==> src/rtl/inst_fetch_queue_pkg.sv <==
// Shared types for the fetch front-end: instruction word, queued fetch entry,
// and the instruction field positions dispatch slices with.
package inst_fetch_queue_pkg;
  typedef logic [31:0] inst_t;

  typedef struct packed {
    logic [31:0] pc;
    inst_t       inst;
  } fetch_entry_t;

  localparam int OPCODE_LSB = 0;
  localparam int OPCODE_MSB = 6;
  localparam int RD_LSB     = 7;
  localparam int RD_MSB     = 11;
  localparam int FUNCT3_LSB = 12;
  localparam int FUNCT3_MSB = 14;
  localparam int RS1_LSB    = 15;
  localparam int RS1_MSB    = 19;
  localparam int RS2_LSB    = 20;
  localparam int RS2_MSB    = 24;
  localparam int FUNCT7_LSB = 25;
  localparam int FUNCT7_MSB = 31;
endpackage

==> src/rtl/inst_fetch_queue_if.sv <==
// Fetch queue bus: icache request/response, redirect, and dispatch dequeue port.
interface inst_fetch_queue_if #(parameter int DEPTH = 8);
  import inst_fetch_queue_pkg::*;
  localparam int CW = $clog2(DEPTH) + 1;

  logic          imem_req_valid;
  logic [31:0]   imem_req_addr;
  inst_t         imem_rdata;
  logic          redirect_valid;
  logic [31:0]   redirect_pc;
  logic          deq_valid;
  logic          deq_ready;
  inst_t         deq_inst;
  logic [31:0]   deq_pc;
  logic [CW-1:0] count;

  modport master (
    output imem_req_valid, imem_req_addr, deq_valid, deq_inst, deq_pc, count,
    input  imem_rdata, redirect_valid, redirect_pc, deq_ready
  );
  modport slave (
    input  imem_req_valid, imem_req_addr, deq_valid, deq_inst, deq_pc, count,
    output imem_rdata, redirect_valid, redirect_pc, deq_ready
  );
endinterface

==> src/rtl/inst_fetch_queue_fetch_fifo.sv <==
// Ring buffer of fetch entries with flush; storage resets so the head reads zero.
module fetch_fifo
  import inst_fetch_queue_pkg::*;
#(
  parameter int DEPTH = 8
) (
  input  logic                       CLOCK_50,
  input  logic                       RSTN_N,
  input  logic                       push,
  input  logic                       pop,
  input  logic                       flush,
  input  fetch_entry_t               wr_entry,
  output fetch_entry_t               head_entry,
  output logic [$clog2(DEPTH):0]     count
);
  localparam int AW = $clog2(DEPTH);

  fetch_entry_t  mem [DEPTH];
  logic [AW-1:0] head, tail;

  always_ff @(posedge CLOCK_50 or negedge RSTN_N) begin
    if (!RSTN_N) begin
      head  <= '0;
      tail  <= '0;
      count <= '0;
      for (int i = 0; i < DEPTH; i++) mem[i] <= '0;
    end else if (flush) begin
      head  <= '0;
      tail  <= '0;
      count <= '0;
    end else begin
      if (push) begin
        mem[tail] <= wr_entry;
        tail      <= tail + 1'b1;
      end
      if (pop) head <= head + 1'b1;
      case ({push, pop})
        2'b10:   count <= count + 1'b1;
        2'b01:   count <= count - 1'b1;
        default: ;
      endcase
    end
  end

  assign head_entry = mem[head];
endmodule

==> src/rtl/inst_fetch_queue.sv <==
// Instruction fetch queue: one icache request per cycle, credit-limited so a
// response always has a slot; redirect flushes and restarts fetch.
module inst_fetch_queue
  import inst_fetch_queue_pkg::*;
#(
  parameter int          DEPTH    = 8,
  parameter logic [31:0] RESET_PC = 32'd0
) (
  input logic             CLOCK_50,
  input logic             RSTN_N,
  inst_fetch_queue_if.master bus
);
  localparam int CW = $clog2(DEPTH) + 1;
  localparam logic [CW:0] DEPTH_W = (CW+1)'(DEPTH);

  logic [31:0]   fetch_pc, pending_pc;
  logic          pending;
  logic          issue, push, pop;
  logic [CW:0]   occ;
  logic [CW-1:0] count;
  fetch_entry_t  head_entry, wr_entry;

  assign pop  = bus.deq_valid && bus.deq_ready;
  assign push = pending && !bus.redirect_valid;

  // Occupancy after this cycle's pop, counting the in-flight response as taken.
  assign occ   = {1'b0, count} + {{CW{1'b0}}, pending} - {{CW{1'b0}}, pop};
  assign issue = RSTN_N && !bus.redirect_valid && (occ < DEPTH_W);

  assign bus.imem_req_valid = issue;
  assign bus.imem_req_addr  = RSTN_N ? fetch_pc : '0;
  assign bus.deq_valid      = (count != '0) && !bus.redirect_valid;
  assign bus.deq_inst       = head_entry.inst;
  assign bus.deq_pc         = head_entry.pc;
  assign bus.count          = count;

  assign wr_entry = '{pc: pending_pc, inst: bus.imem_rdata};

  always_ff @(posedge CLOCK_50 or negedge RSTN_N) begin
    if (!RSTN_N) begin
      fetch_pc   <= RESET_PC;
      pending    <= 1'b0;
      pending_pc <= '0;
    end else if (bus.redirect_valid) begin
      fetch_pc <= bus.redirect_pc;
      pending  <= 1'b0;
    end else begin
      pending <= issue;
      if (issue) begin
        pending_pc <= fetch_pc;
        fetch_pc   <= fetch_pc + 32'd1;
      end
    end
  end

  fetch_fifo #(.DEPTH(DEPTH)) u_fifo (
    .CLOCK_50   (CLOCK_50),
    .RSTN_N     (RSTN_N),
    .push       (push),
    .pop        (pop),
    .flush      (bus.redirect_valid),
    .wr_entry   (wr_entry),
    .head_entry (head_entry),
    .count      (count)
  );
endmodule

==> src/flat_wrapper.sv <==
// flat-port wrapper written by rule: the top's interface ports become plain ports
module inst_fetch_queue_flat import inst_fetch_queue_pkg::*;
#(
  parameter int          DEPTH    = 8,
  parameter logic [31:0] RESET_PC = 32'd0
)
  (CLOCK_50, RSTN_N, bus_imem_req_valid, bus_imem_req_addr, bus_deq_valid, bus_deq_inst, bus_deq_pc, bus_count, bus_imem_rdata, bus_redirect_valid, bus_redirect_pc, bus_deq_ready);
  inst_fetch_queue_if #(.DEPTH(DEPTH)) bus_i ();
  input logic CLOCK_50;
  input logic RSTN_N;
  output wire logic [$bits(bus_i.imem_req_valid)-1:0] bus_imem_req_valid;
  output wire logic [$bits(bus_i.imem_req_addr)-1:0] bus_imem_req_addr;
  output wire logic [$bits(bus_i.deq_valid)-1:0] bus_deq_valid;
  output wire logic [$bits(bus_i.deq_inst)-1:0] bus_deq_inst;
  output wire logic [$bits(bus_i.deq_pc)-1:0] bus_deq_pc;
  output wire logic [$bits(bus_i.count)-1:0] bus_count;
  input wire logic [$bits(bus_i.imem_rdata)-1:0] bus_imem_rdata;
  input wire logic [$bits(bus_i.redirect_valid)-1:0] bus_redirect_valid;
  input wire logic [$bits(bus_i.redirect_pc)-1:0] bus_redirect_pc;
  input wire logic [$bits(bus_i.deq_ready)-1:0] bus_deq_ready;
  assign bus_imem_req_valid = bus_i.imem_req_valid;
  assign bus_imem_req_addr = bus_i.imem_req_addr;
  assign bus_deq_valid = bus_i.deq_valid;
  assign bus_deq_inst = bus_i.deq_inst;
  assign bus_deq_pc = bus_i.deq_pc;
  assign bus_count = bus_i.count;
  assign bus_i.imem_rdata = bus_imem_rdata;
  assign bus_i.redirect_valid = bus_redirect_valid;
  assign bus_i.redirect_pc = bus_redirect_pc;
  assign bus_i.deq_ready = bus_deq_ready;
  inst_fetch_queue #(.DEPTH(DEPTH), .RESET_PC(RESET_PC)) u_core (.CLOCK_50(CLOCK_50), .RSTN_N(RSTN_N), .bus(bus_i));
endmodule
==> config.mk <==
export PLATFORM = sky130hd
export DESIGN_NAME = inst_fetch_queue_flat
export DESIGN_NICKNAME = d
export VERILOG_FILES = /design/src/rtl/inst_fetch_queue_pkg.sv /design/src/rtl/inst_fetch_queue_if.sv /design/src/rtl/inst_fetch_queue_fetch_fifo.sv /design/src/rtl/inst_fetch_queue.sv /design/src/flat_wrapper.sv
export SDC_FILE = /design/constraint.sdc
export NUM_CORES = 1
export LEC_CHECK = 0
export CAP_MARGIN = 20
export CORE_MARGIN = 2
export CORE_UTILIZATION = 54
export DETAILED_ROUTE_END_ITERATION = 10
export HOLD_SLACK_MARGIN = 0.15
export PLACE_DENSITY = 0.77
export SLEW_MARGIN = 15
export SYNTH_ARGS = -nofsm -noshare
export SYNTH_HDL_FRONTEND = slang
export SYNTH_SLANG_ARGS = --single-unit
export TNS_END_PERCENT = 10
==> constraint.sdc <==
create_clock -name CLOCK_50 -period 3.2 [get_ports CLOCK_50]
set_clock_uncertainty 0.15 [all_clocks]
set_input_delay 0.32 -clock CLOCK_50 [delete_from_list [all_inputs] [get_ports CLOCK_50]]
set_output_delay 0.32 -clock CLOCK_50 [all_outputs]
set_load 0.005 [all_outputs]
==> results.json <==
{
  "gp_congestion": 0.8236,
  "power_frac_comb_pct": 29.9,
  "h-tree-depth": 2,
  "slew_headroom_pct": 33.58,
  "cts_tree": "done",
  "synth_edf_count": 0,
  "cts_root_buffer": "clkbuf_16",
  "max_cap_violations": 0,
  "worstMarginPinSlew_ns": 0.9964,
  "min_from": "bus_redirect_pc[19]",
  "cp-startpoint": "u_core.u_fifo.count[2]",
  "cp-end-kind": "primary output",
  "r2r_start": "u_core.u_fifo.count[2]",
  "core_area_um2": 49970,
  "synthFlopType": "dfrtp_1",
  "grt-ovfl-total": 0,
  "setup_slack_ns": -0.1984,
  "arrival_ns": 2.93,
  "chipWidth_um": 228.6,
  "ys_seq_area_share_pct": 53.92,
  "grt_antenna_before_repair": 0,
  "drc": 0,
  "cts.reportedPaths.clkPinSlew_ns": 0.06,
  "rsz0062_at_grt": "yes",
  "antenna_cells": 0,
  "total_power_mw": 24.66,
  "yosysWarnings": 0,
  "fin_util_pct": 65.07,
  "routedWlPerCell_um": 24.37,
  "synth.avg_cell_area_um2": 15.28,
  "die_y_um": 228.6,
  "worstPathMaxFanout": 3,
  "async_flop_share_pct": 100.0,
  "ys_seq_elements": 587,
  "vdd.ir_drop.worst_v": 0.0004702,
  "crit_required_ns": 2.73,
  "fmax_mhz": 294.3,
  "num_rows": 82,
  "drtIter0Drc": 1119,
  "synthCells": 1783,
  "ios": 170,
  "critPathKind": "reg2out",
  "p_seq_share_pct": 40.1,
  "p_per_area_nw_per_um2": 758.5,
  "hold_viol": 0,
  "area_growth_pct": 19.36,
  "start_kind": "flop",
  "period_share_pct": 106.2,
  "dieArea_um2": 52260,
  "slew_violations": 0,
  "start_util_pct": 54.52,
  "clk_latency_ns": 0.62,
  "violations": "negative setup slack",
  "numPortBuffers": 169,
  "swShare_pct": 28.67,
  "grt_pass1_vias": 18070,
  "drt_pre_antenna_iters": 4,
  "final_antenna_net_count": 0,
  "min_path_type": "in2reg",
  "hpwlAfterDp_um": 39330,
  "grt_pass1_wl_um": 104400,
  "cts.sinks": 587,
  "routed_via_density": 6.154,
  "cts_inserted_buffers": 60,
  "p_leak_nw": 14.95,
  "synth_nets": 1862,
  "final_nets": 2057,
  "outcome": "finished with violations",
  "netlist_area_um2": 27240,
  "min_period_ns": 3.398,
  "layout-drive-gt1-share_pct": 46.00,
  "finalSetupViolCount": 3,
  "ctsLongestPathBuffers": 3,
  "wl_um": 65700,
  "p_clk_share_pct": 30.0,
  "switching_power_mw": 7.070,
  "grt_max_degree": 92,
  "vias": 16590,
  "internal-power_mw": 17.59,
  "synth_cell_types": 56,
  "track_usage_pct": 25.61
}
[metal layers]
layer / global-route usage (%) / routed length [µm]
met1: 35.26 / 28300
met5: 0 / 0
met3: 5.015 / 3950
met4: 6.311 / 1304
met2: 42.25 / 32150
[area by class of cell]
| cell class | count | area (µm²) |
|---|---|---|
| multi-input cells | 1059 | 12100 |
| flip-flops and latches | 587 | 14700 |
| clock inverters | 28 | 370.4 |
| clock buffers | 80 | 1718 |
| repair buffers | 256 | 2724 |
| inverters | 14 | 55.05 |
| well taps | 672 | 840.8 |
| fillers | 3527 | 17450 |
[power by group through the flow]
stage	logic [mW]	registers (mW)	clock network [mW]
floorplan	4.49	9.47	0
global placement	7.02	9.83	0
detailed placement	7.19	9.97	0
CTS	7.39	9.85	7.52
global route	7.90	10.1	7.84
finish	7.37	9.88	7.41
[critical path, cell delays in order, from the launching register on]
cell and delay, ns:
dfrtp_1 0.40, inv_2 0.09, ha_4 0.12, or3b_4 0.37
and3_4 0.20, ha_4 0.15, inv_2 0.06, ha_4 0.12
a21oi_2 0.07, a2111oi_4 0.44, nor2_4 0.11, inv_1 0.06
buf_2 0.11
[cell usage after synthesis (9+ instances only)]
master     instances  area (µm²)
inv_1             14       52.55
o2111a_1          12       135.1
ha_1              10       125.1
and2_1            37       231.5
clkbuf_1          52       195.2
dfrtp_1          587       14690
a221o_1           14       140.1
nand4_1           13       81.33
o211ai_1          27       202.7
nor2b_1           14       87.58
mux2_2           585        6588
a21oi_1            9       45.04
o2111ai_1         13       113.9
buf_2             62       310.3
nand2_1           38       142.6
nor3_1            11       55.05
nand3_1           13       65.06
mux4_2           128        2883
nor2_1            40       150.1
mux2_1            20       225.2
[layout by cell type, fill, tap and decap left out, types with 5 or more instances in the layout]
cell type        instances
clkbuf_16               63
o211a_1                  7
dfrtp_1                584
a21oi_1                  9
buf_4                   55
mux2_4                   7
nor2_1                  38
dlymetal6s2s_1           7
mux2_2                 582
ha_1                     7
o2111ai_1               13
nand2_1                 37
a221o_1                 14
o21ai_0                  8
nor2b_1                 14
buf_12                  19
mux4_2                 128
and2_1                  37
clkdlybuf4s50_1        132
o211ai_1                27
inv_1                   11
and3_1                   5
clkbuf_8                12
o2111a_1                12
nand3_1                 12
clkbuf_1                 7
buf_16                   5
nor3_1                  11
dlygate4sd2_1           24
mux2_1                  16
nand4_1                 13
bufinv_16                9
clkinv_2                17
[cell families (layout without fill, tap and decap cells)]
group | count (synthesis) | after routing | synth area share, %
flip-flops | 587 | 587 | 53.92
adder cells (fa/ha/maj) | 11 | 11 | 0.5328
buffers and inverters | 137 | 378 | 2.186
AND/OR/NAND/NOR | 193 | 193 | 3.890
XOR/XNOR | 5 | 5 | 0.1608
multiplexers | 737 | 737 | 35.74
AO/OA/AOI/OAI | 113 | 113 | 3.564
[per-stage QoR]
stage / cells / instance area, µm² / setup slack, ns / hold slack [ns] / TNS [ns]
2_1_floorplan: 1783 / 27310 / -0.1212 / -0.1256 / -2.721
3_3_place_gp: 2566 / 30060 / -0.01706 / 0.1134 / -0.01706
3_5_place_dp: 2566 / 30060 / -0.07449 / 0.1204 / -0.3286
4_1_cts: 2688 / 32380 / -0.2169 / 0.1545 / -0.2244
5_1_grt: 2696 / 32510 / -0.3012 / 0.1794 / -1.415
6_report: 2696 / 32510 / -0.1984 / 0.1819 / -0.2123
[registers in the layout, indices dropped and copies added, names as in the netlist]
name	count
u_core.pending_pc	32
u_core.u_fifo.mem	512
u_core.u_fifo.count	4
u_core.fetch_pc	32
u_core.u_fifo.head	3
u_core.u_fifo.tail	3
u_core.pending	1
[what timing repair did]
| action | in CTS | in global routing |
|---|---|---|
| hold endpoints to repair | 147 | 0 |
| cloned | 3 | 2 |
| pin swaps | 2 | 6 |
| hold buffers | 5 | 0 |
| setup buffers | 6 | 6 |
| endpoints found under the setup margin | 92 | 56 |
| resized for setup | 51 | 12 |
[final timing paths]
check / to / depth (start not counted) / slack, ns
setup / recovery: bus_imem_req_valid / 12 / -0.20
hold / removal: u_core.fetch_pc[19] / 2 / 0.18
setup reg to reg: u_core.fetch_pc[4] / 13 / -0.01
hold reg to reg: u_core.u_fifo.mem[54] / 1 / 0.35
max in group asynchronous: u_core.u_fifo.mem[205] / 4 / 1.00
min in group asynchronous: u_core.fetch_pc[0] / 3 / 0.27
No activity file was read; power rests on OpenSTA's default activity.
